--- src/rtl/mux_scan_cl.sv ---
// NCH:1 registered channel mux with direct-select and one-shot auto-scan modes.
// Latency: one cycle from load to out_valid. Backpressure: out_ready low holds the word and freezes the scan.
// Channel indices >= NCH load zero data.
module mux_scan_cl #(
  parameter int NCH = 8,
  parameter int DW  = 1,
  localparam int SELW = $clog2(NCH)
) (
  input  logic                clk,
  input  logic                rst_n,
  input  logic [NCH*DW-1:0]   in_data,
  input  logic                mode,
  input  logic [SELW-1:0]     sel,
  input  logic                start,
  input  logic                out_ready,
  output logic                out_valid,
  output logic [DW-1:0]       out_data,
  output logic [SELW-1:0]     out_ch,
  output logic                busy,
  output logic                done
);

  typedef enum logic [1:0] {IDLE, SCAN, DRAIN} state_t;

  localparam logic [SELW-1:0] LAST = SELW'(NCH - 1);

  state_t          state, state_n;
  logic [SELW-1:0] cnt, cnt_n, ld_ch;
  logic            load, free, done_n;
  logic [DW-1:0]   ld_dat;

  assign free = !out_valid || out_ready;
  assign busy = (state != IDLE);

  always_comb begin
    ld_dat = '0;
    for (int k = 0; k < NCH; k++) begin
      if (ld_ch == SELW'(k)) ld_dat = in_data[k*DW +: DW];
    end
  end

  always_comb begin
    state_n = state;
    cnt_n   = cnt;
    load    = 1'b0;
    ld_ch   = sel;
    done_n  = 1'b0;
    case (state)
      IDLE: begin
        if (!mode) begin
          load = free;
        end else if (start) begin
          state_n = SCAN;
          cnt_n   = '0;
        end
      end
      SCAN: begin
        ld_ch = cnt;
        if (free) begin
          load = 1'b1;
          // Counter parks on the last channel; DRAIN waits for its handshake.
          if (cnt == LAST) state_n = DRAIN;
          else             cnt_n   = cnt + SELW'(1);
        end
      end
      DRAIN: begin
        if (out_valid && out_ready) begin
          state_n = IDLE;
          done_n  = 1'b1;
        end
      end
      default: state_n = IDLE;
    endcase
  end

  always_ff @(posedge clk or negedge rst_n) begin
    if (!rst_n) begin
      state     <= IDLE;
      cnt       <= '0;
      out_valid <= 1'b0;
      out_data  <= '0;
      out_ch    <= '0;
      done      <= 1'b0;
    end else begin
      state <= state_n;
      cnt   <= cnt_n;
      done  <= done_n;
      if (load) begin
        out_valid <= 1'b1;
        out_data  <= ld_dat;
        out_ch    <= ld_ch;
      end else if (out_ready) begin
        out_valid <= 1'b0;
      end
    end
  end

endmodule

--- config.mk ---
export PLATFORM = sky130hd
export DESIGN_NAME = mux_scan_cl
export DESIGN_NICKNAME = d
export VERILOG_FILES = /design/src/rtl/mux_scan_cl.sv
export SDC_FILE = /design/constraint.sdc
export NUM_CORES = 1
export LEC_CHECK = 0
export ABC_AREA = 0
export CAP_MARGIN = 20
export CELL_PAD_IN_SITES_DETAIL_PLACEMENT = 0
export CELL_PAD_IN_SITES_GLOBAL_PLACEMENT = 2
export CORE_ASPECT_RATIO = 1.75
export CORE_MARGIN = 1
export CORE_UTILIZATION = 26
export CTS_CLUSTER_DIAMETER = 50
export DETAILED_ROUTE_END_ITERATION = 8
export PLACE_DENSITY_LB_ADDON = 0.15
export SLEW_MARGIN = 20
export SYNTH_ARGS = -nofsm -noshare
export SYNTH_HDL_FRONTEND = slang
export SYNTH_SLANG_ARGS = --single-unit
export TNS_END_PERCENT = 50
--- constraint.sdc ---
create_clock -name clk -period 2.3 [get_ports clk]
set_clock_uncertainty 0.05 [all_clocks]
set_input_delay 0.345 -clock clk [delete_from_list [all_inputs] [get_ports clk]]
set_output_delay 0.345 -clock clk [all_outputs]
set_load 0.01 [all_outputs]
# [Word level (Yosys, flattened, before mapping)]
# Index checks and enable logic that the tools add are counted.
[word_totals] regBits=11
[op_classes] n_addsub=1 n_eq_ne=16 n_mux=27 reduce_logical=10
[op_table] op="3-bit == test (second input constant)" n=5
[op_table] op="3-bit two-way mux" n=5
[op_table] op="1-bit two-way mux" n=14
[op_table] op="2-bit inequality test (second input constant)" n=6
[op_table] op="2-bit two-way mux" n=5
[op_table] op="5-bit AND reduction" n=2
[op_table] op="3-bit by 2-bit == test with 1-bit output (second input constant)" n=2
[op_table] op="2-bit one-hot mux with 3 select lines" n=1
[op_table] op="3-bit one-hot mux with 2 select lines" n=1
[op_table] op="2-bit nonzero test" n=3
[op_table] op="3-bit by 1-bit adder with 3-bit output (second input constant)" n=1
[op_table] op="3-bit by 1-bit == test with 1-bit output (second input constant)" n=1
[op_table] op="3-bit logical NOT" n=1
[op_table] op="2-bit by 1-bit == test with 1-bit output (second input constant)" n=1
[op_table] op="2-bit == test (second input constant)" n=1
[op_table] op="2-bit logical NOT" n=1
[op_table] op="1-bit one-hot mux with 2 select lines" n=1
[op_table] op="1-bit logical AND" n=1
[op_table] op="1-bit logical NOT" n=1
[op_table] op="1-bit logical OR" n=1

# [Logic depth before layout (Yosys ltp)]
# Gate-level depths: netlist (run 1).
[logic_depth] depth_word=11 mapped_depth=7

# [Worst setup path before layout (run 1)]
# OpenSTA, ideal clock, no wires.
[synth_path] kind="reg-to-reg" start="register state[1]" end="register out_data" setup_ps=133 t_arrival_ps=1466 required_ps=2117 setup_slack_ps=651 stages_incl_launch_ff=7 synth_period_minus_slack_ps=1649 path_cell_list="dfrtp_1 buf_6 nand2b_4 a21boi_4 mux2_1 o2111ai_1 o211ai_2"
[synth_between] elab_chain_len=11
[synth_lines] element="from (decl)" line_no="27" source="state_t state, state_n;"
[synth_lines] element="from (signal assigned)" line_no="85" source="state <= state_n;"
[synth_lines] element="2-bit by 1-bit == test with 1-bit output" line_no="48" source="case (state)"
[synth_lines] element="3-bit two-way mux" line_no="48"
[synth_lines] element="3-bit logical NOT" line_no="38" source="if (ld_ch == SELW'(k)) ld_dat = in_data[k*DW +: DW];"
[synth_lines] element="1-bit two-way mux (8 in a row)" line_no="38"
[synth_lines] element="to (signal assigned)" line_no="90" source="out_data <= ld_dat;"
[synth_lines] element="to (decl)" line_no="17" source="output logic [DW-1:0] out_data,"
# Parallel ways exist; a longest one is shown, timed or not.
# A chain may end at the register's enable or synchronous reset.

# [Final worst setup path (run 1)]
[layout_path] start="register state[0]" end="output port busy"
[layout_between] elab_chain_len=1
[layout_lines] element="2-bit nonzero test" line_no="33" source="assign busy = (state != IDLE);"
[layout_lines] element="to (decl)" line_no="19" source="output logic busy,"
# Every way passes these cells.

==> impl_metrics.tcl, run 1 <==
set metrics [dict create \
    antenna_found_initial 0 \
    fin_util 0.380 \
    dpl.hpwl_um 1170 \
    rsz0062_at_grt "false" \
    cts_root_buf "clkbuf_8" \
    fillCellCount 270 \
    cts_max_level 1 \
    numPortBuffers 22 \
    clock_path_buffers 2 \
    fin_crit_sh 0.849 \
    critPathRequiredTime_ns 1.90 \
    track_usage 0.126 \
    grt_pass1_vias 577 \
    die_area_sq_mm 0.00281 \
    slew_headroom 0.658 \
    ant_nets 0 \
    netlist_area_sq_um 676 \
    synth.top_cell.area_share 0.407 \
    crit_type "reg -> out" \
    vias 544 \
    grt_pass1_wl_um 2420 \
    syn_nets 84 \
    synth.ff_latch_count 11 \
    grt_use_met3 0.0192 \
    ys_types 28 \
    cts_hold_buf 0 \
    coreArea_sq_mm 0.00246 \
    wl_um 1470 \
    setup_viol 0 \
    start_util 0.274 \
    cp_max_fo 9 \
    drv_slew 0 \
    yosysTopAreaCell "dfrtp_1" \
    grt_overflow 0 \
    die_y_um 69.4 \
    grt_max_degree 12 \
    route.detailed.drc 0 \
    met2_usage 0.212 \
    power.density_mw_per_mm2 1120 \
    fin_crit_ns 1.95 \
    tritoncts "built" \
    grt-busiest-layer "met2" \
    synth_edf_count 0 \
    hold_viol 0 \
    drv_cap 0 \
    layout-drive-gt1-share 0.114 \
    synthTopCellsByArea "dfrtp_1, mux2i_1, nand2_1" \
    pin_count 23 \
    post_cts.repair.setup_buffers 0 \
    async_flop_share 1.00 \
    ys.flop_type "dfrtp_1" \
    endpoint_kind "output pin" \
    dr.pass1.iters 4 \
    yosys_warnings 0 \
    peakVddDrop_mv 0.527 \
    synth.yosys.seq_area_share 0.407 \
    syn-instance-count 66 \
    use_met1 0.131 \
    holdWs_ns 0.400 \
    p_leak_nw 0.423 \
    diodes 0 \
    syn_area_per_cell_sq_um 10.2 \
    hold_path_class "in -> async" \
    status "complete, no violations" \
    drt-vias-per-instance 4.77 \
    drt-initial-drc-count 7 \
    clock-sinks 11 \
    cp.arrival_ns 1.56 \
    areaGrowthSynthToFinish_pct 38.5 \
    yosysMostFrequentCell "dfrtp_1" \
    fp-row-count 24 \
    cts_buffers 3 \
    ctsResizeCount 0 \
    finalNetCount 107 \
    wl_per_cell_um 12.9 \
    start_kind "register" \
    fmax_mhz 512 \
    die_w_um 40.5 \
    clk_latency_ns 0.24 \
    worst_pin_slew_ns 0.511 \
    ys_top_cells_by_count "dfrtp_1, nand2_1, a21oi_1, inv_1, mux2i_1" \
    clk_transition_reported_paths_ns 0.05 \
    reg2regPathDepth 4 \
    globalplace.congestion 0.669 \
    tns_ns 0 \
]
[worst max-delay path: stages, from the launching register on]
cell	delay [ns]
dfrtp_1	0.50
or2_2	0.34
clkdlybuf4s50_1	0.48
[registers in the layout, indices dropped and copies added, names as in the netlist]
register and flops:
cnt 3, done 1, out_ch 3, out_data 1, out_valid 1, state 2
[path summary, 6_finish.rpt]
path	end	slack, ns	startpoint
worst max-delay path	busy	0.35	state[0]
worst min-delay path	cnt[2]	0.40	rst_n
worst max register to register	out_data	0.42	state[0]
worst min register to register	out_ch[0]	0.45	out_ch[0]
max in group asynchronous	cnt[1]	1.46	rst_n
min in group clk	out_ch[0]	0.45	out_ch[0]
[placed cells by master (no fill, tap or decap), types with 3 or more instances in the layout]
cell type and instances:
a21oi_1 4, clkbuf_8 3, clkdlybuf4s50_1 22, dfrtp_1 11
inv_1 4, mux2i_1 4, nand2_1 9, nor2_1 3
o21ai_0 3
[where the power goes]
| part | switching [mW] | total [mW] | internal [mW] |
|---|---|---|---|
| clock | 0.0729 | 0.195 | 0.122 |
| combinational | 0.229 | 0.513 | 0.284 |
| sequential | 0.0737 | 0.342 | 0.269 |
[layout make-up]
class,instances,area (sq um),area share
repair buffers,22,220,0.235
flip-flops and latches,11,275,0.294
clock buffers,4,45.0,0.0481
inverters,4,15.0,0.0160
multi-input cells,47,348,0.372
well taps,26,32.5,0.0348
[kinds of logic after synthesis]
| family | share of synthesized area |
|---|---|
| AND/OR/NAND/NOR | 0.231 |
| AO/OA/AOI/OAI | 0.154 |
| flip-flops | 0.407 |
| buffers and inverters | 0.0778 |
| multiplexers | 0.0926 |
| adder cells (fa/ha/maj) | 0.0370 |
[per-stage QoR]
stage | setup slack (ns) | total power, mW | cells | area, sq um
final | 0.347 | 1.05 | 114 | 936
after global routing | 0.276 | 1.15 | 114 | 936
after CTS | 0.327 | 1.07 | 114 | 936
after detailed placement | 0.380 | 0.872 | 110 | 891
after global placement | 0.422 | 0.865 | 110 | 891
after floorplan | 0.651 | 0.717 | 66 | 676
[routing by layer]
| layer | up-vias | part of all wire |
|---|---|---|
| li1 | 269 | - |
| met1 | 255 | 0.40 |
| met2 | 15 | 0.54 |
| met3 | 5 | 0.028 |
| met4 | 0 | 0.029 |
| met5 | - | 0 |
Note: power is estimated with default switching activity, not from simulation.
==> inputs of run 2 (changes only) <==
==> constraint.sdc (replaced) <==
create_clock -name clk -period 1.97 [get_ports clk]
set_clock_uncertainty 0.05 [all_clocks]
set_input_delay 0.2955 -clock clk [delete_from_list [all_inputs] [get_ports clk]]
set_output_delay 0.2955 -clock clk [all_outputs]
set_load 0.01 [all_outputs]
==> run 2 against run 1 <==
Critical path depth did not move. Register-to-register slack got worse by 0.27 ns. Via count rose by 1.8%. Combinational power rose by 26%. Power rose by 22%. Final cell count rose by 2.6%. Sequential power rose by 18%.
==> impl_metrics.tcl, run 2 (same netlist as run 1, synthesis figures left out) <==
set metrics [dict create \
    p_leak_nw 0.437 \
    setup_viol 0 \
    tritoncts "built" \
    crit_type "reg -> out" \
    areaGrowthSynthToFinish_pct 41.9 \
    track_usage 0.127 \
    hold_path_class "in -> async" \
    die_w_um 40.5 \
    grt_max_degree 12 \
    clk_transition_reported_paths_ns 0.05 \
    finalNetCount 110 \
    drv_slew 0 \
    diodes 0 \
    cp_max_fo 9 \
    fmax_mhz 523 \
    worst_pin_slew_ns 0.511 \
    start_kind "register" \
    cp.arrival_ns 1.57 \
    mostFrequentLayoutCells "clkdlybuf4s50_1, dfrtp_1, nand2_1" \
    fin_util 0.389 \
    coreArea_sq_mm 0.00246 \
    grt_pass1_wl_um 2450 \
    grt_pass1_vias 570 \
    endpoint_kind "output pin" \
    numPortBuffers 22 \
    ctsResizeCount 0 \
    tns_ns 0 \
    drt-vias-per-instance 4.74 \
    fillCellCount 264 \
    cts_hold_buf 0 \
    clk_latency_ns 0.24 \
    r2r_end "out_data" \
    globalplace.congestion 0.717 \
    cts_root_buf "clkbuf_8" \
    vias 554 \
    wl_um 1490 \
    clock-sinks 11 \
    cts_max_level 1 \
    final_common_cell "clkdlybuf4s50_1" \
    critPathRequiredTime_ns 1.62 \
    post_cts.repair.setup_buffers 0 \
    die_y_um 69.4 \
    reg2regPathDepth 4 \
    hold_viol 0 \
    slew_headroom 0.658 \
    fin_crit_sh 0.970 \
    die_area_sq_mm 0.00281 \
    clock_path_buffers 2 \
    power.density_mw_per_mm2 1330 \
    rsz0062_at_grt "false" \
    status "complete, no violations" \
    peakVddDrop_mv 0.468 \
    drv_cap 0 \
    layout-drive-gt1-share 0.143 \
    ant_nets 0 \
    fp-row-count 24 \
    cts_buffers 3 \
    reg_top3 "cnt x3, out_ch x3, state x2" \
    r2r_slack_ns 0.15 \
    antenna_found_initial 0 \
    wl_per_cell_um 12.7 \
    drt-initial-drc-count 3 \
    r2r-start "state[0]" \
    dr.pass1.iters 2 \
    grt_overflow 0 \
    pin_count 23 \
    dpl.hpwl_um 1220 \
    route.detailed.drc 0 \
    fin_crit_ns 1.91 \
    start_util 0.274 \
]
## run 2: cell types whose count changed in the layout (fill, tap and decap cells not counted), sizes merged
cell,previous run,this run
buf,0,3
## run 2: worst max path at each step
stage,from,end
2_1_floorplan,state[1],out_data
3_3_place_gp,state[0],out_data
3_5_place_dp,state[0],out_data
4_1_cts,state[0],busy
5_1_grt,state[0],out_data
6_report,state[0],busy
## run 2: worst max-delay path, stage by stage (launching register included)
cell	delay [ns]
dfrtp_1	0.51
or2_2	0.34
clkdlybuf4s50_1	0.48
## run 2: through the flow
stage / hold slack (ns) / cell area (sq um) / cells / total power, mW / setup WS [ns]
2_1_floorplan: -0.0501 / 676 / 66 / 0.837 / 0.321
3_3_place_gp: 0.427 / 913 / 113 / 1.06 / 0.220
3_5_place_dp: 0.455 / 913 / 113 / 1.07 / 0.165
4_1_cts: 0.371 / 958 / 117 / 1.30 / 0.0510
5_1_grt: 0.417 / 958 / 117 / 1.38 / 0.0197
6_report: 0.348 / 958 / 117 / 1.28 / 0.0595
## run 2: cell type report
type / instances / area, sq um / share of cell area
clock buffer: 4 / 45.0 / 0.0470
inverter: 4 / 15.0 / 0.0157
multi-input combinational: 47 / 348 / 0.363
timing repair buffer: 25 / 243 / 0.253
tap: 26 / 32.5 / 0.0339
sequential: 11 / 275 / 0.287
## run 2: routing by layer
metal  wire length, um  track usage
met1               582        0.142
met2               808        0.205
met3                56       0.0192
met4                42       0.0778
met5                 0            0
## run 2: where the power goes
part | internal (mW) | switching (mW)
sequential | 0.313 | 0.0890
combinational | 0.370 | 0.275
clock | 0.142 | 0.0878
total | 0.826 | 0.451
==> inputs of run 3 (changes only) <==
--- a/config.mk
+++ b/config.mk
@@ -15,6 +15,7 @@
 export CTS_CLUSTER_DIAMETER = 50
 export DETAILED_ROUTE_END_ITERATION = 8
 export PLACE_DENSITY_LB_ADDON = 0.15
+export SETUP_SLACK_MARGIN = 0.02
 export SLEW_MARGIN = 20
 export SYNTH_ARGS = -nofsm -noshare
 export SYNTH_HDL_FRONTEND = slang
==> run 3 against run 2 <==
First-iteration DRC count unchanged. Combinational power hardly changed. Critical path type unchanged. Critical endpoint unchanged. Utilization rose by 0.051 points. Fmax rose by 2.6%. Worst setup slack gained 0.048 ns. Via count unchanged. Register-to-register slack gained 0.07 ns.
==> impl_metrics.tcl, run 3 (same netlist as run 1, synthesis figures left out) <==
set metrics [dict create \
    clk_latency_ns 0.24 \
    rsz0062_at_grt "false" \
    grt_overflow 0 \
    post_cts.repair.setup_buffers 0 \
    globalplace.congestion 0.717 \
    route.detailed.drc 0 \
    worst_pin_slew_ns 0.510 \
    peakVddDrop_mv 0.469 \
    hold_path_class "in -> async" \
    power.density_mw_per_mm2 1330 \
    ant_nets 0 \
    areaGrowthSynthToFinish_pct 42.0 \
    hold_viol 0 \
    dpl.hpwl_um 1220 \
    finalNetCount 110 \
    startpoint "state[1]" \
    layout-drive-gt1-share 0.154 \
    fp-row-count 24 \
    grt_pass1_wl_um 2450 \
    path_delay_family "flip-flops" \
    drt-initial-drc-count 3 \
    status "complete, no violations" \
    drv_cap 0 \
    clk_transition_reported_paths_ns 0.05 \
    cts_buffers 3 \
    crit_end "busy" \
    mostFrequentLayoutCells "clkdlybuf4s50_1, dfrtp_1, nand2_1" \
    antenna_found_initial 0 \
    clock_path_buffers 2 \
    coreArea_sq_mm 0.00246 \
    die_w_um 40.5 \
    cts_root_buf "clkbuf_8" \
    fin_crit_ns 1.86 \
    final_common_cell "clkdlybuf4s50_1" \
    grt_pass1_vias 570 \
    path_depth 2 \
    cp.arrival_ns 1.52 \
    dr.pass1.iters 2 \
    fin_util 0.390 \
    die_area_sq_mm 0.00281 \
    tns_ns 0 \
    drt-vias-per-instance 4.74 \
    start_util 0.274 \
    tritoncts "built" \
    pin_count 23 \
    reg2regPathDepth 5 \
    crit_type "reg -> out" \
    wl_per_cell_um 12.7 \
    grt_max_degree 12 \
    fmax_mhz 537 \
    worstPathCellList "or2_2 > clkdlybuf4s50_1" \
    p_leak_nw 0.436 \
    wl_um 1490 \
    start_kind "register" \
    track_usage 0.127 \
    vias 554 \
    cp_max_fo 10 \
    fin_crit_sh 0.946 \
    r2r-start "state[1]" \
    diodes 0 \
    setup_viol 0 \
    r2r_slack_ns 0.22 \
    r2r_end "out_data" \
    critPathBufInv 1 \
    slowest_delay_ns 0.49 \
    die_y_um 69.4 \
    critPathRequiredTime_ns 1.62 \
    clock-sinks 11 \
    drv_slew 0 \
    cts_max_level 1 \
    worst_path_max_delay_cell "dfrtp_1" \
    slew_headroom 0.659 \
    reg_top3 "cnt x3, out_ch x3, state x2" \
    numPortBuffers 22 \
    endpoint_kind "output pin" \
]
==> run 3: where the power goes <==
part | internal, mW | leakage [nW] | total, mW | switching [mW]
logic | 0.370 | 0.282 | 0.645 | 0.275
registers | 0.316 | 0.132 | 0.405 | 0.0890
clock network | 0.142 | 0.0228 | 0.230 | 0.0878
==> run 3: final cells by class <==
type,instances,area [sq um]
multi-input combinational,47,348
fill,264,1500
tap,26,32.5
clock buffer,4,45.0
timing repair buffer,25,243
inverter,4,15.0
sequential,11,277
==> run 3: worst min-delay path by stage <==
stage	cells past startpoint	to	from	slack, ns
2_1_floorplan	0	cnt[0]	rst_n	-0.05
3_3_place_gp	1	out_ch[0]	out_ch[0]	0.43
3_5_place_dp	1	cnt[0]	cnt[0]	0.45
4_1_cts	1	cnt[2]	rst_n	0.37
5_1_grt	1	out_ch[0]	rst_n	0.42
6_report	1	out_ch[2]	rst_n	0.35
==> run 3: repair_timing <==
item	CTS	global route
endpoints found under the setup margin	0	1
resized for setup	0	1
hold buffers	0	0
==> run 3: metal layers <==
layer	vias up	part of all wire	track usage	routed length, um
met5	-	0	0	0
met4	0	0.028	0.0778	42
met3	5	0.038	0.0192	56
met2	15	0.54	0.205	808
met1	259	0.39	0.142	582
li1	275	-	-	-
==> run 3: per-stage QoR <==
| stage | hold slack, ns | setup slack (ns) | instances | instance area (sq um) | total power, mW |
|---|---|---|---|---|---|
| 2_1_floorplan | -0.0501 | 0.321 | 66 | 676 | 0.837 |
| 4_1_cts | 0.371 | 0.0510 | 117 | 958 | 1.30 |
| 3_5_place_dp | 0.455 | 0.165 | 113 | 913 | 1.07 |
| 5_1_grt | 0.417 | 0.0426 | 117 | 960 | 1.39 |
| 3_3_place_gp | 0.427 | 0.220 | 113 | 913 | 1.06 |
| 6_report | 0.348 | 0.107 | 117 | 960 | 1.28 |
